File: src/rtl/ps2_mouse_tracker.sv
// PS/2 mouse front end: synchronises the raw PS/2 lines, deframes bytes,
// assembles 3-byte packets and integrates the X delta into a clamped position.
module ps2_mouse_tracker #(
    parameter int unsigned X_INIT         = 100,
    parameter int unsigned X_MAX          = 639,
    parameter int unsigned TIMEOUT_CYCLES = 2000
) (
    input  logic        clock,
    input  logic        reset_,
    input  logic        ps2_clk,
    input  logic        ps2_data,
    output logic [15:0] mouse_x,
    output logic        mouse_pressed_,
    output logic        packet_valid,
    output logic        frame_error
);

    localparam int unsigned XW = 16;
    localparam int unsigned SW = 18;
    localparam int unsigned TW = $clog2(TIMEOUT_CYCLES + 1);

    typedef enum logic [1:0] {
        S_IDLE   = 2'd0,
        S_DATA   = 2'd1,
        S_PARITY = 2'd2,
        S_STOP   = 2'd3
    } state_t;

    state_t          r_state;
    state_t          w_state_nxt;

    logic            r_clk_meta;
    logic            r_clk_sync;
    logic            r_clk_prev;
    logic            r_data_meta;
    logic            r_data_sync;

    logic [2:0]      r_bit_cnt;
    logic [7:0]      r_shift;
    logic            r_par_ok;
    logic [1:0]      r_byte_idx;
    logic            r_btn;
    logic            r_sign;
    logic            r_ovf;
    logic [7:0]      r_mag;
    logic [TW-1:0]   r_timeout;
    logic [XW-1:0]   r_mouse_x;
    logic            r_pressed_n;
    logic            r_pkt_valid;
    logic            r_frame_err;

    logic [2:0]      w_bit_cnt_nxt;
    logic [7:0]      w_shift_nxt;
    logic            w_par_ok_nxt;
    logic [1:0]      w_byte_idx_nxt;
    logic            w_btn_nxt;
    logic            w_sign_nxt;
    logic            w_ovf_nxt;
    logic [7:0]      w_mag_nxt;
    logic [TW-1:0]   w_timeout_nxt;
    logic [XW-1:0]   w_mouse_x_nxt;
    logic            w_pressed_n_nxt;
    logic            w_pkt_valid_nxt;
    logic            w_frame_err_nxt;

    logic            w_fall;
    logic            w_active;
    logic signed [SW-1:0] w_delta;
    logic signed [SW-1:0] w_sum;
    logic [XW-1:0]   w_x_clamped;

    assign w_fall   = r_clk_prev & ~r_clk_sync;
    assign w_active = (r_state != S_IDLE) || (r_byte_idx != 2'd0);

    // Integrate the stored delta; an overflowed packet contributes nothing.
    always_comb begin
        w_delta     = r_ovf ? SW'(0) : {{9{r_sign}}, r_sign, r_mag};
        w_sum       = $signed({2'b00, r_mouse_x}) + w_delta;
        w_x_clamped = w_sum[XW-1:0];
        if (w_sum < 0) begin
            w_x_clamped = '0;
        end else if (w_sum > $signed(SW'(X_MAX))) begin
            w_x_clamped = XW'(X_MAX);
        end
    end

    // Frame FSM, packet assembly and timeout next-state logic.
    always_comb begin
        w_state_nxt     = r_state;
        w_bit_cnt_nxt   = r_bit_cnt;
        w_shift_nxt     = r_shift;
        w_par_ok_nxt    = r_par_ok;
        w_byte_idx_nxt  = r_byte_idx;
        w_btn_nxt       = r_btn;
        w_sign_nxt      = r_sign;
        w_ovf_nxt       = r_ovf;
        w_mag_nxt       = r_mag;
        w_timeout_nxt   = r_timeout;
        w_mouse_x_nxt   = r_mouse_x;
        w_pressed_n_nxt = r_pressed_n;
        w_pkt_valid_nxt = 1'b0;
        w_frame_err_nxt = 1'b0;

        if (w_fall) begin
            w_timeout_nxt = '0;
            case (r_state)
                S_IDLE: begin
                    if (!r_data_sync) begin
                        w_state_nxt   = S_DATA;
                        w_bit_cnt_nxt = 3'd0;
                    end else begin
                        w_frame_err_nxt = 1'b1;
                    end
                end
                S_DATA: begin
                    w_shift_nxt = {r_data_sync, r_shift[7:1]};
                    if (r_bit_cnt == 3'd7) begin
                        w_state_nxt = S_PARITY;
                    end else begin
                        w_bit_cnt_nxt = r_bit_cnt + 3'd1;
                    end
                end
                S_PARITY: begin
                    w_par_ok_nxt = ^{r_shift, r_data_sync};
                    w_state_nxt  = S_STOP;
                end
                S_STOP: begin
                    w_state_nxt = S_IDLE;
                    if (r_data_sync && r_par_ok) begin
                        case (r_byte_idx)
                            2'd0: begin
                                // Bit 3 is always set in a header byte; anything else is a resync.
                                if (r_shift[3]) begin
                                    w_btn_nxt      = r_shift[0];
                                    w_sign_nxt     = r_shift[4];
                                    w_ovf_nxt      = r_shift[6];
                                    w_byte_idx_nxt = 2'd1;
                                end
                            end
                            2'd1: begin
                                w_mag_nxt      = r_shift;
                                w_byte_idx_nxt = 2'd2;
                            end
                            2'd2: begin
                                w_mouse_x_nxt   = w_x_clamped;
                                w_pressed_n_nxt = ~r_btn;
                                w_pkt_valid_nxt = 1'b1;
                                w_byte_idx_nxt  = 2'd0;
                            end
                            default: begin
                                w_byte_idx_nxt = 2'd0;
                            end
                        endcase
                    end else begin
                        w_frame_err_nxt = 1'b1;
                        w_byte_idx_nxt  = 2'd0;
                    end
                end
                default: begin
                    w_state_nxt = S_IDLE;
                end
            endcase
        end else if (w_active) begin
            if (r_timeout == TW'(TIMEOUT_CYCLES)) begin
                w_state_nxt     = S_IDLE;
                w_byte_idx_nxt  = 2'd0;
                w_timeout_nxt   = '0;
                w_frame_err_nxt = 1'b1;
            end else begin
                w_timeout_nxt = r_timeout + TW'(1);
            end
        end else begin
            w_timeout_nxt = '0;
        end
    end

    // State register.
    always_ff @(posedge clock) begin
        if (!reset_) begin
            r_state <= S_IDLE;
        end else begin
            r_state <= w_state_nxt;
        end
    end

    // Synchronisers, datapath and registered outputs.
    always_ff @(posedge clock) begin
        if (!reset_) begin
            r_clk_meta  <= 1'b1;
            r_clk_sync  <= 1'b1;
            r_clk_prev  <= 1'b1;
            r_data_meta <= 1'b1;
            r_data_sync <= 1'b1;
            r_bit_cnt   <= 3'd0;
            r_shift     <= 8'd0;
            r_par_ok    <= 1'b0;
            r_byte_idx  <= 2'd0;
            r_btn       <= 1'b0;
            r_sign      <= 1'b0;
            r_ovf       <= 1'b0;
            r_mag       <= 8'd0;
            r_timeout   <= '0;
            r_mouse_x   <= XW'(X_INIT);
            r_pressed_n <= 1'b1;
            r_pkt_valid <= 1'b0;
            r_frame_err <= 1'b0;
        end else begin
            r_clk_meta  <= ps2_clk;
            r_clk_sync  <= r_clk_meta;
            r_clk_prev  <= r_clk_sync;
            r_data_meta <= ps2_data;
            r_data_sync <= r_data_meta;
            r_bit_cnt   <= w_bit_cnt_nxt;
            r_shift     <= w_shift_nxt;
            r_par_ok    <= w_par_ok_nxt;
            r_byte_idx  <= w_byte_idx_nxt;
            r_btn       <= w_btn_nxt;
            r_sign      <= w_sign_nxt;
            r_ovf       <= w_ovf_nxt;
            r_mag       <= w_mag_nxt;
            r_timeout   <= w_timeout_nxt;
            r_mouse_x   <= w_mouse_x_nxt;
            r_pressed_n <= w_pressed_n_nxt;
            r_pkt_valid <= w_pkt_valid_nxt;
            r_frame_err <= w_frame_err_nxt;
        end
    end

    assign mouse_x        = r_mouse_x;
    assign mouse_pressed_ = r_pressed_n;
    assign packet_valid   = r_pkt_valid;
    assign frame_error    = r_frame_err;

endmodule

File: config.mk
export PLATFORM = sky130hd
export DESIGN_NAME = ps2_mouse_tracker
export DESIGN_NICKNAME = d
export VERILOG_FILES = /design/src/rtl/ps2_mouse_tracker.sv
export SDC_FILE = /design/constraint.sdc
export NUM_CORES = 1
export LEC_CHECK = 0
export BUFFER_PORTS_ARGS = -buffer_cell sky130_fd_sc_hd__buf_2
export CORE_ASPECT_RATIO = 1.5
export CORE_MARGIN = 2
export CORE_UTILIZATION = 45
export CTS_BUF_LIST = sky130_fd_sc_hd__clkbuf_4 sky130_fd_sc_hd__clkbuf_8
export DETAILED_ROUTE_END_ITERATION = 6
export PLACE_DENSITY = 0.61
export SLEW_MARGIN = 25
export SYNTH_ARGS = -nofsm -noshare
export SYNTH_HDL_FRONTEND = slang
export SYNTH_SLANG_ARGS = --single-unit
File: constraint.sdc
create_clock -name clock -period 2.99 [get_ports clock]
set_input_delay 0 -clock clock [delete_from_list [all_inputs] [get_ports clock]]
set_output_delay 0 -clock clock [all_outputs]
set_load 0.02 [all_outputs]
**Yosys cells after proc, flatten, opt, wreduce, memory -nomap -nowiden**

Cells that the tools add are included.

- Memories: 0
- ROM bits: 0
- Input port bits: 4
- Bits in writable memories: 0
- Flip-flop bits (word level): 62
- Latch bits: 0
- Logic and storage cells: 86

- Bitwise gates (word level): 5
- Magnitude comparators: 2
- Divide/modulo/power cells: 0
- Multipliers: 0
- $add $sub $neg: 3
- Shifts and indexed selects: 0
- Equality and inequality tests: 13
- Mux-type cells: 24
- Reductions and logical operators: 20

Operator list:

| cell | number |
|---|---|
| two-way mux 16 bit | 2 |
| AND reduction 4 bit | 6 |
| adder 17 x 18 -> 18 bit | 1 |
| > comparator 18 x 11 -> 1 bit, second input constant | 1 |
| less-than comparator 18 x 1 -> 1 bit, second input constant | 1 |
| two-way mux 18 bit | 1 |
| two-way mux 2 bit | 9 |
| adder 11 x 1 -> 11 bit, second input constant | 1 |
| equality test 11 bit, second input constant | 1 |
| nonzero test 2 bit | 5 |
| parity 9 bit | 1 |
| case mux 2 bit (4 select lines) | 1 |
| equality test 2 bit, second input constant | 3 |
| two-way mux 1 bit | 6 |
| two-way mux 3 bit | 2 |
| inequality test 3 bit, second input constant | 2 |
| case mux 3 bit (2 select lines) | 1 |
| AND reduction 5 bit | 1 |
| equality test 2 x 1 -> 1 bit, second input constant | 2 |
| logical NOT 2 bit | 2 |
| inequality test 2 bit, second input constant | 2 |
| inequality test 4 bit, second input constant | 1 |
| NOT 1 bit | 4 |
| case mux 2 bit (2 select lines) | 1 |
| 9 further kinds | 10 |

**Depth between registers and ports, before layout**

- Depth after elaboration: 5
- Depth in mapped cells: 13
- Depth with buffers taken out: 12

**Least setup slack after synthesis**

OpenSTA, ideal clock, no wires.

- Path kind: reg-to-reg
- Start: reg r_ovf
- End: reg r_mouse_x[2], in the netlist mouse_x[2]
- Period minus slack after synthesis: 2875 ps
- Data arrival time: 2761 ps
- Library setup time: 114 ps
- Cell stages (with the launch flop): 14
- Path slack: 115 ps
- Data required time: 2876 ps
- Path through: dfxtp_1 > clkbuf_1 > nor2b_1 > ha_1 > inv_1 > fa_1 > nand2b_1 > a21oi_1 > o21ai_2 > mux2i_1 > xnor2_1 > a2111oi_4 > nand3_4 > a21o_1

- Cells in the longest elaborated chain, start to end: 5
- Elaborated cells on any way between the ends: 6
- Classes of those cells: add/sub (1); order compare (2); mux (3)

Ends and longest elaborated chain:

| element | line | RTL |
|---|---|---|
| start: declaration | 44 | `logic r_ovf;` |
| start signal: assignment | 219 | `r_ovf <= w_ovf_nxt;` |
| two-way mux 18 bit (*) | 77 | `w_delta = r_ovf ? SW'(0) : {{9{r_sign}}, r_sign, r_mag};` |
| adder 17 x 18 -> 18 bit (*) | 78 | `w_sum = $signed({2'b00, r_mouse_x}) + w_delta;` |
| > comparator 18 x 11 -> 1 bit | 82 | `end else if (w_sum > $signed(SW'(X_MAX))) begin` |
| two-way mux 16 bit | 82 |  |
| two-way mux 16 bit (*) | 80 | `if (w_sum < 0) begin` |
| end signal: assignment | 203 | `r_mouse_x <= XW'(X_INIT);` |
| end signal: assignment | 222 | `r_mouse_x <= w_mouse_x_nxt;` |
| end: declaration | 47 | `logic [XW-1:0] r_mouse_x;` |

Mark *: on every way between the ends. The rest lies on a longest branch, timed or not.
A chain may end at the register's enable or synchronous reset.

**Worst setup path in the final report**

Same ends and word-level chain as after synthesis.

==> impl_metrics.tcl <==
set metrics [dict create \
    dpl-instance-area_sq_mm 0.00377 \
    worstPathRequired_ps 3230 \
    syn-num-nets 439 \
    cts_sinks 62 \
    ant_nets 0 \
    crit_fanout 10 \
    rsz0062_at_grt "no" \
    dp_hpwl_microns 5700 \
    grt_pass1_vias 2801 \
    regToRegStartpoint "r_ovf" \
    yosysTopAreaCell "dfxtp_1" \
    first_iter_violations 95 \
    most-common-layout-cells "dfxtp_1 (61), nand2_1 (39), nor2_1 (38), a21oi_1 (28), nand3_1 (25)" \
    fin_area_sq_mm 0.00402 \
    hp-class "reg2reg" \
    hold_depth 1 \
    synth.top_cells.by_area "dfxtp_1 (35%), ha_1 (5.6%), xnor2_1 (4.9%)" \
    period_share_pct 94.6 \
    root_buffer "clkbuf_8" \
    start_kind "flop" \
    antenna_found_initial 0 \
    finalSetupTns_ps 0 \
    clockBufferDepth 2 \
    worstMarginPinSlew_ps 605 \
    wl_per_cell_microns 13.8 \
    coreArea_sq_mm 0.00766 \
    cp-startpoint "r_ovf" \
    arrival_ps 3070 \
    critPathCaptureType "flop" \
    p_leak_nw 1.69 \
    max_stage_delay_ps 440 \
    insertion_delay_ps 340 \
    drc_errors 0 \
    via_per_inst 5.36 \
    yosysSeqAreaShare_pct 34.9 \
    ys_ff_latch 62 \
    start_util_pct 46.4 \
    fin_nets 466 \
    grt_pass1_wl_microns 12800 \
    clock_skew_ps 4.17 \
    io_buffer_count 22 \
    ff2ff_path_depth 11 \
    rr_endpoint "mouse_x[2]" \
    drive_gt1_share_pct 14.8 \
    holdPathEnd "r_data_sync" \
    vdd_drop_max_uv 286 \
    clk_pin_slew_ps 60 \
    hold_violations 0 \
    place_congestion 0.917 \
    netlist_area_sq_mm 0.00356 \
    die-area_sq_mm 0.00864 \
    drtPass1Iterations 4 \
    clock.fmax_ghz 0.354 \
    ios 23 \
    cp_cell_sequence "nand2b_4 > inv_1 > ha_1 > a211oi_1 > o21a_2 > o32ai_4 > nand2_1 > a21bo_2 > a2111oi_4 > nand3_4 > a21o_1" \
    powerDensity_mw_per_mm2 370 \
    grt_max_degree 32 \
    yosysWarnings 0 \
    syn_inst 418 \
    vias 2942 \
    grtUsageTotal_pct 18.4 \
    cts_tree "yes" \
    drv_cap 0 \
    row_count 39 \
    synth_top_cell_area_share_pct 34.9 \
    period_needed_ps 2830 \
    die_h_microns 113 \
    utilization_pct 52.5 \
    synth_edf_count 0 \
    totalWireLength_microns 7590 \
    ys.flop_type "dfxtp_1" \
    status "completed" \
    r2r_setup_slack_ps 160 \
    htree_levels 3 \
    die_w_microns 76.6 \
    nFillCells 747 \
    slew_headroom_pct 59.5 \
    diodes 0 \
    path_class "reg2reg" \
    syn_avg_cell_area_sq_um 8.51 \
    critPathSlowestCell "a2111oi_4" \
    grt_overflow_total 0 \
    final_common_cell "dfxtp_1" \
    synthDistinctLibCells 52 \
    area_delta_synth_final_pct 13.1 \
    setup_viol 0 \
    hp-start "r_data_meta" \
    slew_viol_final 0 \
    async_flop_share_pct 0 \
    cts_buffers 9 \
]
area by class of cell:
type                            count  area [sq um]  area share, %
Clock buffer                       11           151           3.77
Clock inverter                      2          10.0          0.249
Inverter                           13          48.8           1.21
Multi-Input combinational cell    321          2190           54.6
Sequential cell                    62          1240           31.0
Tap cell                          102           128           3.17
Timing Repair Buffer               38           243           6.04
layer usage:
metal	share of wire (%)	routed length, microns	GRT usage [%]	vias to the layer above
li1	-	-	-	1517
met1	42	3150	19.2	1362
met2	53	4060	35.2	51
met3	3.2	242	3.67	12
met4	1.8	137	8.61	0
met5	0	0	0	-
worst max-delay path by stage:
stage | end | cells past startpoint | slack (ps)
after detailed placement | mouse_x[6] | 12 | -30
after global routing | mouse_x[6] | 12 | 30
after floorplan | mouse_x[2] | 13 | 120
after CTS | mouse_x[6] | 12 | 10
after global placement | mouse_x[2] | 11 | 40
final | mouse_x[2] | 11 | 160
synthesized netlist by cell type (all sizes together), types with 4 or more instances:
cell / count
clkbuf: 17
nor3: 5
inv: 13
nor2: 38
nand2b: 10
nand2: 39
mux2i: 16
xor2: 9
o21ai: 17
nor4: 4
o211ai: 5
nand4: 5
nor2b: 10
dfxtp: 62
ha: 16
nand4b: 4
nand3: 26
xnor2: 20
a21oi: 29
buf: 5
and3: 17
a22o: 4
a21o: 11
timing repair:
action                                 CTS  global route
endpoints found under the hold margin    4             0
gates resized for setup                  1             7
buffers inserted                         0             1
setup endpoints to repair                7            10
hold buffers                             5             0
pin swaps                                0             5
registers in the layout, summed over array words and instances (netlist names):
register	cells
mouse_x	16
r_timeout	11
r_mag	8
r_shift	8
r_bit_cnt	3
r_byte_idx	2
r_state	2
frame_error	1
mouse_pressed_	1
packet_valid	1
r_btn	1
r_clk_meta	1
r_clk_prev	1
r_clk_sync	1
r_data_meta	1
r_data_sync	1
r_ovf	1
r_par_ok	1
r_sign	1
critical path, delay by kind of cell, from the launching register on:
kind / cells / cell delay (ps)
buffers and inverters: 1 / 40
AND/OR/NAND/NOR: 3 / 440
AO/OA/AOI/OAI: 6 / 1560
adder cells (fa/ha/maj): 1 / 280
flip-flops: 1 / 400
kinds of logic (layout without fill, tap and decap cells):
family	count (synthesis)	in the layout	synth area share [%]
xor+xnor	30	30	7.78
simple gates	172	172	24.9
compound gates	84	84	17.0
mux	18	18	5.14
flops	62	62	34.9
buf+inv	35	64	4.12
fa+ha+maj	17	17	6.19
per-stage QoR:
stage | std cells | hold WS, ps | total power [mW] | setup WS (ps)
floorplan | 418 | 101 | 0.869 | 115
global placement | 530 | 191 | 0.877 | 42.6
detailed placement | 530 | 186 | 0.877 | -30.1
CTS | 548 | 414 | 1.50 | 13.8
global route | 549 | 441 | 1.54 | 28.4
finish | 549 | 411 | 1.49 | 161
power breakdown:
part / internal, mW / leakage, nW / switching [mW]
clock: 0.329 / 0.0869 / 0.294
sequential: 0.829 / 0.501 / 0.00194
combinational: 0.0123 / 1.10 / 0.0196
total: 1.17 / 1.69 / 0.316
Power figures use the tool's default switching activity.
